[src/rtl/eqed_pkg.sv]
// Shared types and default widths for the EQED single-bit-flip injection controller.
package eqed_pkg;

    localparam int NUM_FF_DEF = 8;
    localparam int SEL_W_DEF  = $clog2(NUM_FF_DEF + 1);
    localparam int CNT_W_DEF  = 10;
    localparam int SIG_W_DEF  = 6;

    typedef enum logic [2:0] {
        IDLE,
        DUT_RST,
        RUN,
        OBSERVE,
        CHECK,
        DONE
    } eqed_state_e;

endpackage

[src/rtl/eqed_inject_ctrl_if.sv]
// Control/status bundle between the campaign sequencer and the EQED harness.
interface eqed_inject_ctrl_if
    import eqed_pkg::*;
#(
    parameter int NUM_FF = NUM_FF_DEF,
    parameter int SEL_W  = $clog2(NUM_FF + 1),
    parameter int CNT_W  = CNT_W_DEF,
    parameter int SIG_W  = SIG_W_DEF
);
    logic              start;
    logic [SEL_W-1:0]  ff_idx;
    logic [CNT_W-1:0]  inject_cyc;
    logic [CNT_W-1:0]  obs_len;
    logic [SIG_W-1:0]  sig_obs;
    logic [SIG_W-1:0]  sig_gold;
    logic [NUM_FF-1:0] eqed_sel;
    logic              dut_rst;
    logic              busy;
    logic              done;
    logic              error_injected;
    logic              detected;
    logic [CNT_W-1:0]  cycle_count;
    logic [NUM_FF-1:0] detect_vec;

    modport master (
        output start, ff_idx, inject_cyc, obs_len, sig_obs, sig_gold,
        input  eqed_sel, dut_rst, busy, done, error_injected, detected,
               cycle_count, detect_vec
    );

    modport slave (
        input  start, ff_idx, inject_cyc, obs_len, sig_obs, sig_gold,
        output eqed_sel, dut_rst, busy, done, error_injected, detected,
               cycle_count, detect_vec
    );
endinterface

[src/rtl/eqed_onehot_dec.sv]
// Index-to-one-hot decoder for the flip select; out-of-range index or !en gives all zeros.
module eqed_onehot_dec #(
    parameter int NUM_FF = 8,
    parameter int SEL_W  = $clog2(NUM_FF + 1)
) (
    input  logic [SEL_W-1:0]  idx,
    input  logic              en,
    output logic [NUM_FF-1:0] onehot
);
    always_comb begin
        onehot = '0;
        for (int i = 0; i < NUM_FF; i++) begin
            onehot[i] = en && (idx == SEL_W'(i));
        end
    end
endmodule

[src/rtl/eqed_inject_ctrl.sv]
// EQED campaign sequencer: DUT reset, timed single-bit flip, observe window, signature check.
// Build option EQED_AUTO_SWEEP_EN: sweep all FF indices back to back and fill detect_vec.
//
// state   | meaning
// IDLE    | waiting for start, inputs latched on accept
// DUT_RST | one-cycle synchronous reset of DUT and MISRs
// RUN     | counting up to the injection cycle, flip applied on hit
// OBSERVE | letting the fault propagate for obs_len cycles
// CHECK   | compare observed MISR signature to golden
// DONE    | one-cycle completion pulse
module eqed_inject_ctrl
    import eqed_pkg::*;
#(
    parameter int NUM_FF = NUM_FF_DEF,
    parameter int SEL_W  = $clog2(NUM_FF + 1),
    parameter int CNT_W  = CNT_W_DEF,
    parameter int SIG_W  = SIG_W_DEF
) (
    input  logic                clk,
    input  logic                rst,
    eqed_inject_ctrl_if.slave   bus
);
    eqed_state_e       state_q, state_d;
    logic [SEL_W-1:0]  idx_q;
    logic [CNT_W-1:0]  eff_inj_q;
    logic [CNT_W-1:0]  obs_len_q;
    logic [CNT_W-1:0]  obs_cnt_q;
    logic [CNT_W-1:0]  cycle_count_q, count_d, count_inc;
    logic [NUM_FF-1:0] eqed_sel_q, sel_onehot;
    logic              sel_en;
    logic              error_injected_q;
    logic              detected_q;
    logic              sig_mismatch;

    assign count_inc    = (cycle_count_q == '1) ? cycle_count_q : cycle_count_q + CNT_W'(1);
    assign sig_mismatch = (bus.sig_obs != bus.sig_gold);

    always_ff @(posedge clk or posedge rst) begin
        if (rst) state_q <= IDLE;
        else     state_q <= state_d;
    end

    always_comb begin
        state_d = state_q;
        count_d = cycle_count_q;
        case (state_q)
            IDLE:    if (bus.start) state_d = DUT_RST;
            DUT_RST: begin
                state_d = RUN;
                count_d = CNT_W'(1);
            end
            RUN: begin
                count_d = count_inc;
                if (cycle_count_q == eff_inj_q) state_d = OBSERVE;
            end
            OBSERVE: begin
                count_d = count_inc;
                if (obs_cnt_q <= CNT_W'(1)) state_d = CHECK;
            end
            CHECK: begin
                count_d = count_inc;
`ifdef EQED_AUTO_SWEEP_EN
                state_d = (idx_q == SEL_W'(NUM_FF - 1)) ? DONE : DUT_RST;
`else
                state_d = DONE;
`endif
            end
            DONE:    state_d = IDLE;
            default: state_d = IDLE;
        endcase
        // Look one cycle ahead so eqed_sel is a flop that lines up with cycle_count==eff_inj.
        sel_en = (state_d == RUN) && (count_d == eff_inj_q);
    end

    eqed_onehot_dec #(.NUM_FF(NUM_FF), .SEL_W(SEL_W)) u_dec (
        .idx    (idx_q),
        .en     (sel_en),
        .onehot (sel_onehot)
    );

`ifdef EQED_AUTO_SWEEP_EN
    localparam int IDX_W = $clog2(NUM_FF);
    logic [NUM_FF-1:0] detect_vec_q;
`endif

    always_ff @(posedge clk or posedge rst) begin
        if (rst) begin
            idx_q            <= '0;
            eff_inj_q        <= CNT_W'(1);
            obs_len_q        <= '0;
            obs_cnt_q        <= '0;
            cycle_count_q    <= CNT_W'(1);
            eqed_sel_q       <= '0;
            error_injected_q <= 1'b0;
            detected_q       <= 1'b0;
`ifdef EQED_AUTO_SWEEP_EN
            detect_vec_q     <= '0;
`endif
        end else begin
            cycle_count_q    <= count_d;
            eqed_sel_q       <= sel_onehot;
            error_injected_q <= error_injected_q | (|eqed_sel_q);
            case (state_q)
                IDLE: if (bus.start) begin
`ifdef EQED_AUTO_SWEEP_EN
                    idx_q        <= '0;
                    detect_vec_q <= '0;
`else
                    idx_q        <= bus.ff_idx;
`endif
                    eff_inj_q        <= (bus.inject_cyc == '0) ? CNT_W'(1) : bus.inject_cyc;
                    obs_len_q        <= bus.obs_len;
                    detected_q       <= 1'b0;
                    error_injected_q <= 1'b0;
                end
                DUT_RST: error_injected_q <= 1'b0;
                RUN:     obs_cnt_q <= obs_len_q;
                OBSERVE: if (obs_cnt_q != '0) obs_cnt_q <= obs_cnt_q - CNT_W'(1);
                CHECK: begin
                    detected_q <= sig_mismatch;
`ifdef EQED_AUTO_SWEEP_EN
                    detect_vec_q[idx_q[IDX_W-1:0]] <= sig_mismatch;
                    idx_q <= idx_q + SEL_W'(1);
`endif
                end
                default: ;
            endcase
        end
    end

    assign bus.eqed_sel       = eqed_sel_q;
    assign bus.dut_rst        = (state_q == DUT_RST);
    assign bus.busy           = (state_q != IDLE);
    assign bus.done           = (state_q == DONE);
    assign bus.error_injected = error_injected_q;
    assign bus.detected       = detected_q;
    assign bus.cycle_count    = cycle_count_q;
`ifdef EQED_AUTO_SWEEP_EN
    assign bus.detect_vec     = detect_vec_q;
`else
    assign bus.detect_vec     = '0;
`endif
endmodule

[src/flat_wrapper.sv]
// flat-port wrapper written by rule: the top's interface ports become plain ports
module eqed_inject_ctrl_flat import eqed_pkg::*;
#(
    parameter int NUM_FF = NUM_FF_DEF,
    parameter int SEL_W  = $clog2(NUM_FF + 1),
    parameter int CNT_W  = CNT_W_DEF,
    parameter int SIG_W  = SIG_W_DEF
)
  (clk, rst, bus_start, bus_ff_idx, bus_inject_cyc, bus_obs_len, bus_sig_obs, bus_sig_gold, bus_eqed_sel, bus_dut_rst, bus_busy, bus_done, bus_error_injected, bus_detected, bus_cycle_count, bus_detect_vec);
  eqed_inject_ctrl_if #(.NUM_FF(NUM_FF), .SEL_W(SEL_W), .CNT_W(CNT_W), .SIG_W(SIG_W)) bus_i ();
  input  logic clk;
  input  logic rst;
  input wire logic [$bits(bus_i.start)-1:0] bus_start;
  input wire logic [$bits(bus_i.ff_idx)-1:0] bus_ff_idx;
  input wire logic [$bits(bus_i.inject_cyc)-1:0] bus_inject_cyc;
  input wire logic [$bits(bus_i.obs_len)-1:0] bus_obs_len;
  input wire logic [$bits(bus_i.sig_obs)-1:0] bus_sig_obs;
  input wire logic [$bits(bus_i.sig_gold)-1:0] bus_sig_gold;
  output wire logic [$bits(bus_i.eqed_sel)-1:0] bus_eqed_sel;
  output wire logic [$bits(bus_i.dut_rst)-1:0] bus_dut_rst;
  output wire logic [$bits(bus_i.busy)-1:0] bus_busy;
  output wire logic [$bits(bus_i.done)-1:0] bus_done;
  output wire logic [$bits(bus_i.error_injected)-1:0] bus_error_injected;
  output wire logic [$bits(bus_i.detected)-1:0] bus_detected;
  output wire logic [$bits(bus_i.cycle_count)-1:0] bus_cycle_count;
  output wire logic [$bits(bus_i.detect_vec)-1:0] bus_detect_vec;
  assign bus_i.start = bus_start;
  assign bus_i.ff_idx = bus_ff_idx;
  assign bus_i.inject_cyc = bus_inject_cyc;
  assign bus_i.obs_len = bus_obs_len;
  assign bus_i.sig_obs = bus_sig_obs;
  assign bus_i.sig_gold = bus_sig_gold;
  assign bus_eqed_sel = bus_i.eqed_sel;
  assign bus_dut_rst = bus_i.dut_rst;
  assign bus_busy = bus_i.busy;
  assign bus_done = bus_i.done;
  assign bus_error_injected = bus_i.error_injected;
  assign bus_detected = bus_i.detected;
  assign bus_cycle_count = bus_i.cycle_count;
  assign bus_detect_vec = bus_i.detect_vec;
  eqed_inject_ctrl #(.NUM_FF(NUM_FF), .SEL_W(SEL_W), .CNT_W(CNT_W), .SIG_W(SIG_W)) u_core (.clk(clk), .rst(rst), .bus(bus_i));
endmodule
[config.mk]
export PLATFORM = sky130hd
export DESIGN_NAME = eqed_inject_ctrl_flat
export DESIGN_NICKNAME = d
export VERILOG_FILES = /design/src/rtl/eqed_pkg.sv /design/src/rtl/eqed_inject_ctrl_if.sv /design/src/rtl/eqed_onehot_dec.sv /design/src/rtl/eqed_inject_ctrl.sv /design/src/flat_wrapper.sv
export SDC_FILE = /design/constraint.sdc
export NUM_CORES = 1
export LEC_CHECK = 0
export CAP_MARGIN = 30
export CORE_ASPECT_RATIO = 1.2
export CORE_MARGIN = 2
export CORE_UTILIZATION = 50
export DETAILED_ROUTE_END_ITERATION = 16
export PLACE_DENSITY = 0.84
export REMOVE_ABC_BUFFERS = 1
export SETUP_SLACK_MARGIN = 0.3
export SLEW_MARGIN = 30
export SYNTH_ARGS = -nofsm -noshare
export SYNTH_HDL_FRONTEND = slang
export SYNTH_SLANG_ARGS = --single-unit
[constraint.sdc]
create_clock -name clk -period 6.1 [get_ports clk]
set_input_delay 0.915 -clock clk [delete_from_list [all_inputs] [get_ports clk]]
set_output_delay 0.915 -clock clk [all_outputs]
set_load 0.05 [all_outputs]
After elaboration in Yosys (flattened, before gate mapping)
Cells that the tools add are included.

storage, ports and cells
  flip-flop bits (word level) = 57
  bits in latches = 0
  memory bits (writable) = 0
  bits in read-only memories = 0
  bits of input ports = 39
  output and inout bits = 31
  logic and storage cells = 66
  memories = 0

operators by class
  $add $sub $neg = 2
  multiply operators = 0
  divide/modulo/power cells = 0
  $lt $le $gt $ge = 1
  equal/unequal tests = 19
  shifts and indexed selects = 0
  muxes and demuxes = 13
  bitwise gates (word level) = 1
  reduce and logical (&&, ||, !) cells = 21

operators with widths
  kind                                                             count
  case mux 10 bit (2 select lines)                                 2
  2-to-1 mux 10 bit                                                3
  == test 10 bit                                                   2
  == test 4 x 3 -> 1 bit, second input constant                    4
  case mux 3 bit (5 select lines)                                  1
  adder 10 x 1 -> 10 bit, second input constant                    1
  == test 10 bit, second input constant                            1
  less-or-equal comparator 10 x 1 -> 1 bit, second input constant  1
  zero test 10 bit                                                 1
  nonzero test 10 bit                                              1
  subtractor 10 x 1 -> 10 bit, second input constant               1
  == test 3 x 2 -> 1 bit, second input constant                    3
  logical AND 1 bit                                                9
  2-to-1 mux 3 bit                                                 3
  == test 4 x 2 -> 1 bit, second input constant                    2
  OR reduction 8 bit                                               1
  == test 3 bit, second input constant                             2
  inequality test 6 bit                                            1
  AND reduction 2 bit                                              3
  == test 4 x 1 -> 1 bit, second input constant                    1
  zero test 4 bit                                                  1
  case mux 1 bit (2 select lines)                                  2
  nonzero test 2 bit                                               2
  == test 3 x 1 -> 1 bit, second input constant                    1
  7 further kinds                                                  8

Logic depth before layout (Yosys ltp)
Gate-level depths: netlist of run 1.

  depth in word-level cells = 6
  mapped depth = 8
  depth with buffers taken out = 7

Hierarchy
A second synthesis of run 1 with hierarchy kept.

second synthesis, totals
  cells, all modules = 331
  area total of the unflattened synthesis = 3264.4 µm²

by module, submodules not included
  module            instances  cells an instance  area an instance (µm²)  seq. area each (µm²)
  eqed_inject_ctrl  1          318                3191.8                  1428.9
  eqed_onehot_dec   1          13                 72.6                    0.0

Worst setup path after synthesis of run 1
Ideal clock, no wire load.

  path kind = reg2reg
  start = register u_core.cycle_count_q[0], in the netlist u_core.bus.cycle_count[0]
  end = register u_core.eqed_sel_q[0], in the netlist u_core.bus.eqed_sel[0]
  setup time = 102 ps
  arrival time = 2520 ps
  slack = 3479 ps
  stages on the path, launching flop included = 8
  path buffers = 0
  period minus slack after synthesis = 2621 ps
  cell sequence = dfstp_2 > ha_1 > nand4_2 > o32ai_4 > mux2i_1 > o32a_1 > nand4_1 > nor4_1

between the ends
  word-level cells in the longest chain between the ends = 6
  elaborated cells on any way between the ends = 11
  classes of those cells = add/sub: 1; eq/ne: 4; mux: 4; reduce/logical: 2

RTL lines
  element                                                          RTL line                 RTL
  from (decl)                                                      eqed_inject_ctrl.sv:28   logic [CNT_W-1:0] cycle_count_q, count_d, count_inc;
  from (signal assigned)                                           eqed_inject_ctrl.sv:100  cycle_count_q <= count_d;
  adder 10 x 1 -> 10 bit / == test 10 bit (equally long branches)  eqed_inject_ctrl.sv:35   assign count_inc = (cycle_count_q == '1) ? cycle_count_q : cycle_count_q + CNT_W'(1);
  2-to-1 mux 10 bit                                                eqed_inject_ctrl.sv:35
  case mux 10 bit (2 select lines) *                               eqed_inject_ctrl.sv:46   case (state_q)
  via u_core.count_d[0]                                            eqed_inject_ctrl.sv:28
  == test 10 bit *                                                 eqed_inject_ctrl.sv:72   sel_en = (state_d == RUN) && (count_d == eff_inj_q);
  logical AND 1 bit *                                              eqed_inject_ctrl.sv:72
  logical AND 1 bit *                                              eqed_onehot_dec.sv:13    onehot[i] = en && (idx == SEL_W'(i));
  via u_core.sel_onehot[0]                                         eqed_inject_ctrl.sv:29   logic [NUM_FF-1:0] eqed_sel_q, sel_onehot;
  to (signal assigned)                                             eqed_inject_ctrl.sv:101  eqed_sel_q <= sel_onehot;
  to (decl)                                                        eqed_inject_ctrl.sv:29

The timed path passes the listed nets; every way through them passes the cells marked *.
A chain may end at the register's enable or synchronous reset.

Worst setup path after layout of run 1
  start = register u_core.state_q[0]
  end = output bus_dut_rst

between the ends
  word-level cells in the longest chain between the ends = 1

RTL lines
  element                 RTL line                 RTL
  from (decl)             eqed_inject_ctrl.sv:23   eqed_state_e state_q, state_d;
  from (signal assigned)  eqed_inject_ctrl.sv:40   else state_q <= state_d;
  == test 3 x 1 -> 1 bit  eqed_inject_ctrl.sv:132  assign bus.dut_rst = (state_q == DUT_RST);
  to (decl)               flat_wrapper.sv:20       output wire logic [$bits(bus_i.dut_rst)-1:0] bus_dut_rst;

No other way between the ends.

==> qor.yml, run 1 <==
status: "finished, final reports clean"
vias_per_cell: 6.19
power.leakage_nw: 1.88
rrSetupSlack_ps: 3030
synth_xor_area_frac: 0.0433
peakVddDrop_uv: 115
portBuffers: 61
yosys.area.top_type: "dfrtp_1"
rr_endpoint: "u_core.bus.eqed_sel[0]$_DFF_PP0_"
cp-end-kind: "primary output"
clock_sinks: 57
critPathLaunchType: "register"
htree_levels: 3
fin_skew_ps: 9.83
finalHoldViolations: 0
yosysWarnings: 0
synthFlopType: "dfrtp_1"
synth_top_family_by_area: "simple AND/OR/NAND/NOR gates"
multi_input_area_mm2: 0.00202
first_pass_iters: 7
path_max_fanout: 18
timing.fmax_ghz: 0.279
synthAdderAreaFrac: 0.0138
antenna_found_initial: 0
grt_pass1_vias: 3173
synth_top_cells_by_count: "dfrtp_1, nor2_1, nand2_1"
worst-path-buf-inv: 2
synth_most_common_cell: "dfrtp_1"
clockBufferDepth: 2
drive_above_1_share: 0.130
numCtsBuffers: 9
fin_cells: 530
synth_compound_area_frac: 0.187
ys_seq_area_frac: 0.393
place_hpwl_mm: 6.53
critPathArrivalTime_ps: 2670
gp_congestion: 0.896
post-route-util: 0.616
rows: 34
critPathTopFamily: "buffers and inverters"
drt_first_iter_violations: 342
seq_area_mm2: 0.00143
start_util: 0.509
syn_to_final_growth_pct: 21.0
syn_inst: 384
synthMuxAreaShare: 0.0674
synth-seq-cells: 57
netlist_area_mm2: 0.00364
cp_slowest_cell: "clkdlybuf4s50_1"
die_x_um: 81.9
postCtsSetupBuffers: 0
maxCapViolations: 0
grt_use_total: 0.247
dp_cells: 514
die-area_mm2: 0.00798
yosys-top-cells-area: "dfrtp_1, mux2_2, nor2_1, nor4_1, o21ai_0"
ys_async_sr_fraction: 1.00
ant_nets: 0
diodes: 0
path_clk_slew_ps: 60
hold_end: "u_core.bus.detected$_DFFE_PP0P_"
pin_count: 70
tns_ps: 0
fin_nets: 478
wl_per_cell_um: 17.1
period_minus_slack_ps: 3580
setup_viol: 0
vias: 3281
root_buffer: "clkbuf_8"
critPathMaxStageDelay_ps: 860
fin_crit_sh: 0.588
coreArea_mm2: 0.00715
powerDensity_mw_per_mm2: 165
relSlewSlack: 0.412
nFillCells: 608
whs_ps: 481
hold_path.class: "reg -> reg"
cts_tree: "done"
crit_type: "reg -> out"
die_y_um: 97.4
timing.rr.start: "u_core.bus.cycle_count[1]$_DFF_PP0_"
cts-resized-gates: 0
worst_slew_pin_slew_ps: 872
ys_types: 68
totalWireLength_mm: 9.09
grt_pass1_wl_mm: 15.3
synth-edff-count: 0
synth_top_area_frac: 0.378
hold_buffers: 0
synth_simple_gate_area_frac: 0.235
holdPathStages: 2
reg2regPathDepth: 7
grt_overflow: 0
cp_data_required_time_ps: 5180
grt_max_degree: 58
min_from: "u_core.bus.detected$_DFFE_PP0P_"
slew_viol_final: 0
syn_avg_cell_area_um2: 9.48
worstPathCellList: "or3b_4, inv_2, clkdlybuf4s50_1"
rsz0062_at_grt: "false"
clkLatencyLatePin_ps: 340
drc: 0
-- state kept, by name, indices dropped and copies added (netlist names) --
name and cells:
u_core.bus.eqed_sel 8, u_core.idx_q 4, u_core.bus.cycle_count 10, u_core.bus.detected 1, u_core.obs_cnt_q 10, u_core.eff_inj_q 10
u_core.bus.error_injected 1, u_core.state_q 3, u_core.obs_len_q 10
-- kinds of logic after synthesis --
group | Yosys count
flops | 57
xor+xnor | 18
mux | 22
compound gates | 90
buf+inv | 44
simple gates | 148
fa+ha+maj | 4
other cells | 1
-- routing by layer --
layer | GRT usage | up-vias | wire [um]
li1 | - | 1529 | -
met1 | 0.333 | 1580 | 3850
met2 | 0.370 | 143 | 4330
met3 | 0.0604 | 29 | 614
met4 | 0.115 | 0 | 293
met5 | 0 | - | 0
-- final cells by class --
type / count / area share
timing repair buffer: 64 / 0.144
clock buffer: 9 / 0.0281
tap: 90 / 0.0256
inverter: 13 / 0.0111
clock inverter: 7 / 0.00853
sequential: 57 / 0.325
multi-input combinational: 290 / 0.458
-- report_power, final --
group	leakage, nW	internal [mW]	total, mW	switching, mW
logic	1.04	0.0247	0.0492	0.0245
clock network	0.0883	0.142	0.299	0.157
registers	0.753	0.378	0.378	0.0000558
-- worst min-delay path, delay by kind of cell (launching register included) --
family / cells / cell delay [ps]
flip-flops: 1 / 340
AND/OR/NAND/NOR: 1 / 50
AO/OA/AOI/OAI: 1 / 60
-- how the worst max path moves through the flow --
stage          depth (start not counted)  slack (ps)                           startpoint                                to
6_report                               3        2520          u_core.state_q[0]$_DFF_PP0_                       bus_dut_rst
5_1_grt                                3        2400          u_core.state_q[0]$_DFF_PP0_                       bus_dut_rst
4_1_cts                                3        2540          u_core.state_q[0]$_DFF_PP0_                       bus_dut_rst
3_5_place_dp                           3        2900          u_core.state_q[0]$_DFF_PP0_                       bus_dut_rst
3_3_place_gp                           3        2940          u_core.state_q[0]$_DFF_PP0_                       bus_dut_rst
2_1_floorplan                          7        3380  u_core.bus.cycle_count[1]$_DFF_PP0_  u_core.bus.eqed_sel[0]$_DFF_PP0_
-- per-stage QoR --
step | total power [mW] | setup WS [ps] | area [um2]
after floorplan | 0.406 | 3380 | 3500
after global placement | 0.434 | 2940 | 4240
after detailed placement | 0.435 | 2900 | 4240
after CTS | 0.731 | 2540 | 4400
after global routing | 0.752 | 2400 | 4400
final | 0.727 | 2520 | 4400
-- cell usage in the layout (no fill, tap or decap), types with 5 or more instances in the layout --
cell	count
a21oi_1	15
clkbuf_8	9
clkdlybuf4s50_1	61
clkinv_2	6
conb_1	8
dfrtp_1	55
inv_1	11
mux2_2	20
nand2_1	25
nand2b_1	5
nand3_1	8
nand4_1	7
nor2_1	29
nor3_1	17
nor4_1	17
o21ai_0	21
o22a_1	8
or3_1	6
xnor2_1	6
xor2_1	12
(Power assumes the default switching activity.)
==> run 2: changes to the inputs <==
==> constraint.sdc (replaced) <==
create_clock -name clk -period 3.35 [get_ports clk]
set_input_delay 0.5025 -clock clk [delete_from_list [all_inputs] [get_ports clk]]
set_output_delay 0.5025 -clock clk [all_outputs]
set_load 0.05 [all_outputs]
==> qor.yml, run 2 (synthesized netlist as in run 1, its figures left out) <==
status: "finished, final reports clean"
tns_ps: 0
seq_area_mm2: 0.00143
period_minus_slack_ps: 2920
die_y_um: 97.4
totalWireLength_mm: 9.26
clock_sinks: 57
cp_common_cell: "nor4_1"
grt_pass1_vias: 3064
vias: 3309
cp-end-kind: "register"
rsz0062_at_grt: "false"
cp_slowest_cell: "dfstp_2"
peakVddDrop_uv: 250
numCtsBuffers: 9
crit_type: "reg -> reg"
fin_nets: 483
wl_per_cell_um: 17.3
ant_nets: 0
grt_max_degree: 58
timing.fmax_ghz: 0.343
pin_count: 70
critPathArrivalTime_ps: 3130
slew_viol_final: 0
mostFrequentLayoutCells: "clkdlybuf4s50_1, dfrtp_1, nor2_1"
multi_input_area_mm2: 0.00203
clockBufferDepth: 2
diodes: 0
htree_levels: 3
die-area_mm2: 0.00798
rows: 34
setup_viol: 0
finalHoldViolations: 0
worst_slew_pin_slew_ps: 864
path_max_fanout: 8
maxCapViolations: 0
root_buffer: "clkbuf_8"
die_x_um: 81.9
vias_per_cell: 6.19
start_util: 0.509
cp_data_required_time_ps: 3570
hold_path.class: "reg -> reg"
fin_cells: 535
fin_crit_sh: 0.871
drt_first_iter_violations: 406
final_common_cell: "clkdlybuf4s50_1"
relSlewSlack: 0.409
grt_overflow: 0
place_hpwl_mm: 6.75
critPathMaxStageDelay_ps: 600
portBuffers: 61
nFillCells: 619
powerDensity_mw_per_mm2: 330
drc: 0
drive_above_1_share: 0.144
grt_pass1_wl_mm: 15.2
clkLatencyLatePin_ps: 340
path_clk_slew_ps: 70
syn_to_final_growth_pct: 23.8
worst-path-buf-inv: 0
fin_skew_ps: 6.36
critPathTopFamily: "simple AND/OR/NAND/NOR gates"
grt_use_total: 0.247
critPathLaunchType: "register"
worstPathCellList: "ha_1, nand4_2, nor4_1, a2111oi_0, nor3b_2, nand4b_1, nor4_1"
gp_congestion: 0.895
antenna_found_initial: 0
power.leakage_nw: 1.94
first_pass_iters: 5
cts_tree: "done"
dp_cells: 518
coreArea_mm2: 0.00715
## run 2: area by class of cell
class                   instances  share of cell area
well taps                      90              0.0250
multi-input cells             290               0.450
clock buffers                   9              0.0275
clock inverters                 7              0.0211
repair buffers                 69               0.149
flip-flops and latches         57               0.317
inverters                      13              0.0108
## run 2: final timing paths
path / from / end / cells after the start / slack, ps
min reg2reg: u_core.bus.detected$_DFFE_PP0P_ / u_core.bus.detected$_DFFE_PP0P_ / 2 / 480
max reg2reg: u_core.bus.cycle_count[0]$_DFF_PP1_ / u_core.bus.eqed_sel[4]$_DFF_PP0_ / 7 / 430
max in group asynchronous: rst / u_core.bus.cycle_count[4]$_DFF_PP0_ / 3 / 2190
max: u_core.bus.cycle_count[0]$_DFF_PP1_ / u_core.bus.eqed_sel[4]$_DFF_PP0_ / 7 / 430
min: u_core.bus.detected$_DFFE_PP0P_ / u_core.bus.detected$_DFFE_PP0P_ / 2 / 480
min in group asynchronous: rst / u_core.obs_cnt_q[3]$_DFFE_PP0P_ / 3 / 690
## run 2: through the flow
step	worst slack (ps)	power, mW	hold WS (ps)	cell area [um2]	utilization
6_report	434	1.49	483	4510	0.630
3_5_place_dp	464	0.793	475	4270	0.598
5_1_grt	277	1.55	513	4510	0.630
4_1_cts	441	1.50	490	4490	0.628
2_1_floorplan	630	0.739	481	3500	-
3_3_place_gp	648	0.791	464	4270	0.598
## run 2: power breakdown
| group | internal, mW | switching (mW) |
|---|---|---|
| registers | 0.688 | 0.000104 |
| clock network | 0.418 | 0.292 |
| logic | 0.0450 | 0.0452 |
| total | 1.15 | 0.337 |
## run 2: timing repair
action | CTS | global route
setup buffers | 0 | 1
setup endpoints to repair | 1 | 4
gates resized for setup | 1 | 2
hold buffers | 0 | 0
pin swaps | 0 | 1
## run 2: routing by layer
layer / wire, um / up-vias / track usage
li1: - / 1544 / -
met1: 3800 / 1586 / 0.330
met2: 4510 / 151 / 0.381
met3: 654 / 28 / 0.0483
met4: 293 / 0 / 0.112
met5: 0 / - / 0
## run 2: worst min-delay path, cell delays in order, from the launching register on
cell and delay (ps):
dfrtp_1 340, nand2_1 40, o21ai_0 60
==> run 3: changes to the inputs <==
--- a/config.mk
+++ b/config.mk
@@ -9,9 +9,9 @@
 export CORE_ASPECT_RATIO = 1.2
 export CORE_MARGIN = 2
 export CORE_UTILIZATION = 50
+export CTS_CLUSTER_DIAMETER = 50
 export DETAILED_ROUTE_END_ITERATION = 16
 export PLACE_DENSITY = 0.84
-export REMOVE_ABC_BUFFERS = 1
 export SETUP_SLACK_MARGIN = 0.3
 export SLEW_MARGIN = 30
 export SYNTH_ARGS = -nofsm -noshare
==> qor.yml, run 3 (synthesized netlist as in run 1, its figures left out) <==
rr_endpoint: "u_core.bus.eqed_sel[2]$_DFF_PP0_"
clockBufferDepth: 2
path_max_fanout: 16
htree_levels: 3
vias_per_cell: 6.20
seq_area_mm2: 0.00143
cp-end-kind: "primary output"
powerDensity_mw_per_mm2: 303
drc: 0
holdPathStages: 2
period_minus_slack_ps: 2800
portBuffers: 61
coreArea_mm2: 0.00715
min_from: "u_core.bus.detected$_DFFE_PP0P_"
grt_use_total: 0.262
rrSetupSlack_ps: 590
grt_overflow: 0
hold_end: "u_core.bus.detected$_DFFE_PP0P_"
timing.rr.start: "u_core.bus.cycle_count[1]$_DFF_PP0_"
die_x_um: 81.9
drt_first_iter_violations: 240
finalHoldViolations: 0
relSlewSlack: 0.510
syn_to_final_growth_pct: 23.0
grt_pass1_wl_mm: 16.1
maxCapViolations: 0
cp_data_required_time_ps: 2850
clkPwrFrac: 0.425
gp_congestion: 0.961
hold_path.class: "reg -> reg"
power.switching_mw: 0.337
critPathLaunchType: "register"
critPathArrivalTime_ps: 2300
timing.fmax_ghz: 0.357
worst_slew_pin_slew_ps: 736
path_clk_slew_ps: 70
clkLatencyLatePin_ps: 350
tns_ps: 0
rsz0062_at_grt: "false"
ant_nets: 0
clock_sinks: 57
setup_viol: 0
grt_max_degree: 58
drive_above_1_share: 0.145
multi_input_area_mm2: 0.00203
reg2regPathDepth: 7
power.leakage_nw: 1.92
nFillCells: 619
status: "finished, final reports clean"
fin_skew_ps: 15.6
wl_per_cell_um: 18.0
die-area_mm2: 0.00798
first_pass_iters: 5
final_area_mm2: 0.00447
peakVddDrop_uv: 315
pwr-share-comb: 0.067
pin_count: 70
numCtsBuffers: 9
totalWireLength_mm: 9.67
start_util: 0.509
final_common_cell: "clkdlybuf4s50_1"
die_y_um: 97.4
fin_nets: 485
antenna_found_initial: 0
seq_power_share: 0.508
fin_crit_sh: 0.837
slew_viol_final: 0
cts_tree: "done"
root_buffer: "clkbuf_8"
swShare: 0.248
diodes: 0
vias: 3327
crit_type: "reg -> out"
mostFrequentLayoutCells: "clkdlybuf4s50_1, dfrtp_1, nor2_1"
placed_area_mm2: 0.00429
rows: 34
intPower_mw: 1.02
place_hpwl_mm: 7.11
grt_pass1_vias: 3286
==> run 3: cell count changes in the layout (fill, tap and decap cells not counted), sizes merged <==
cell	previous run	this run
buf	8	10
bufinv	2	0
clkbuf	9	11
==> run 3: worst max-delay path, cell delays in order (launching register included) <==
cell and delay (ps):
dfrtp_1 440, buf_4 210, or3b_4 450, inv_2 280
dlygate4sd2_1 580
==> run 3: how the worst max path moves through the flow <==
stage | cells after the start | slack [ps] | from | end
final | 4 | 550 | u_core.state_q[1]$_DFF_PP0_ | bus_dut_rst
after global routing | 7 | 330 | u_core.bus.cycle_count[1]$_DFF_PP0_ | u_core.bus.eqed_sel[2]$_DFF_PP0_
after CTS | 7 | 430 | u_core.bus.cycle_count[1]$_DFF_PP0_ | u_core.bus.eqed_sel[4]$_DFF_PP0_
after detailed placement | 7 | 450 | u_core.bus.cycle_count[1]$_DFF_PP0_ | u_core.bus.eqed_sel[4]$_DFF_PP0_
after global placement | 7 | 570 | u_core.bus.cycle_count[0]$_DFF_PP1_ | u_core.bus.eqed_sel[1]$_DFF_PP0_
after floorplan | 7 | 730 | u_core.bus.cycle_count[0]$_DFF_PP1_ | u_core.bus.eqed_sel[0]$_DFF_PP0_
==> run 3: timing repair <==
item | 4_1_cts | 5_1_grt
endpoints found under the setup margin | 1 | 8
endpoints found under the hold margin | 0 | 0
setup buffers | 0 | 1
pin swaps | 0 | 1
gates resized for setup | 1 | 2
hold buffers | 0 | 0
==> run 3: final cells by class <==
cell class	instances	area share
multi-input combinational	290	0.453
timing repair buffer	71	0.153
clock inverter	5	0.00699
tap	90	0.0252
sequential	57	0.319
inverter	13	0.0109
clock buffer	11	0.0316
==> run 3: through the flow <==
stage                      util  hold WS [ps]  total power, mW  cells  setup slack (ps)
after detailed placement  0.600           495            0.794    520               452
after global placement    0.600           466            0.791    520               572
final                     0.626           510             1.36    537               546
after floorplan               -           481            0.747    391               729
after global routing      0.626           537             1.39    537               328
after CTS                 0.624           515             1.36    536               433
==> run 3: per-layer routing <==
layer,global-route usage,wire length [um],vias to the layer above
met1,0.334,3800,1582
li1,-,-,1545
met4,0.119,323,0
met5,0,0,-
met2,0.421,4860,167
met3,0.0530,682,33
==> run 3: power by group through the flow <==
stage / registers, mW / clock network [mW] / logic [mW]
finish: 0.689 / 0.576 / 0.0913
global route: 0.688 / 0.606 / 0.0992
CTS: 0.689 / 0.578 / 0.0928
detailed placement: 0.701 / 0 / 0.0927
global placement: 0.701 / 0 / 0.0900
floorplan: 0.702 / 0 / 0.0444
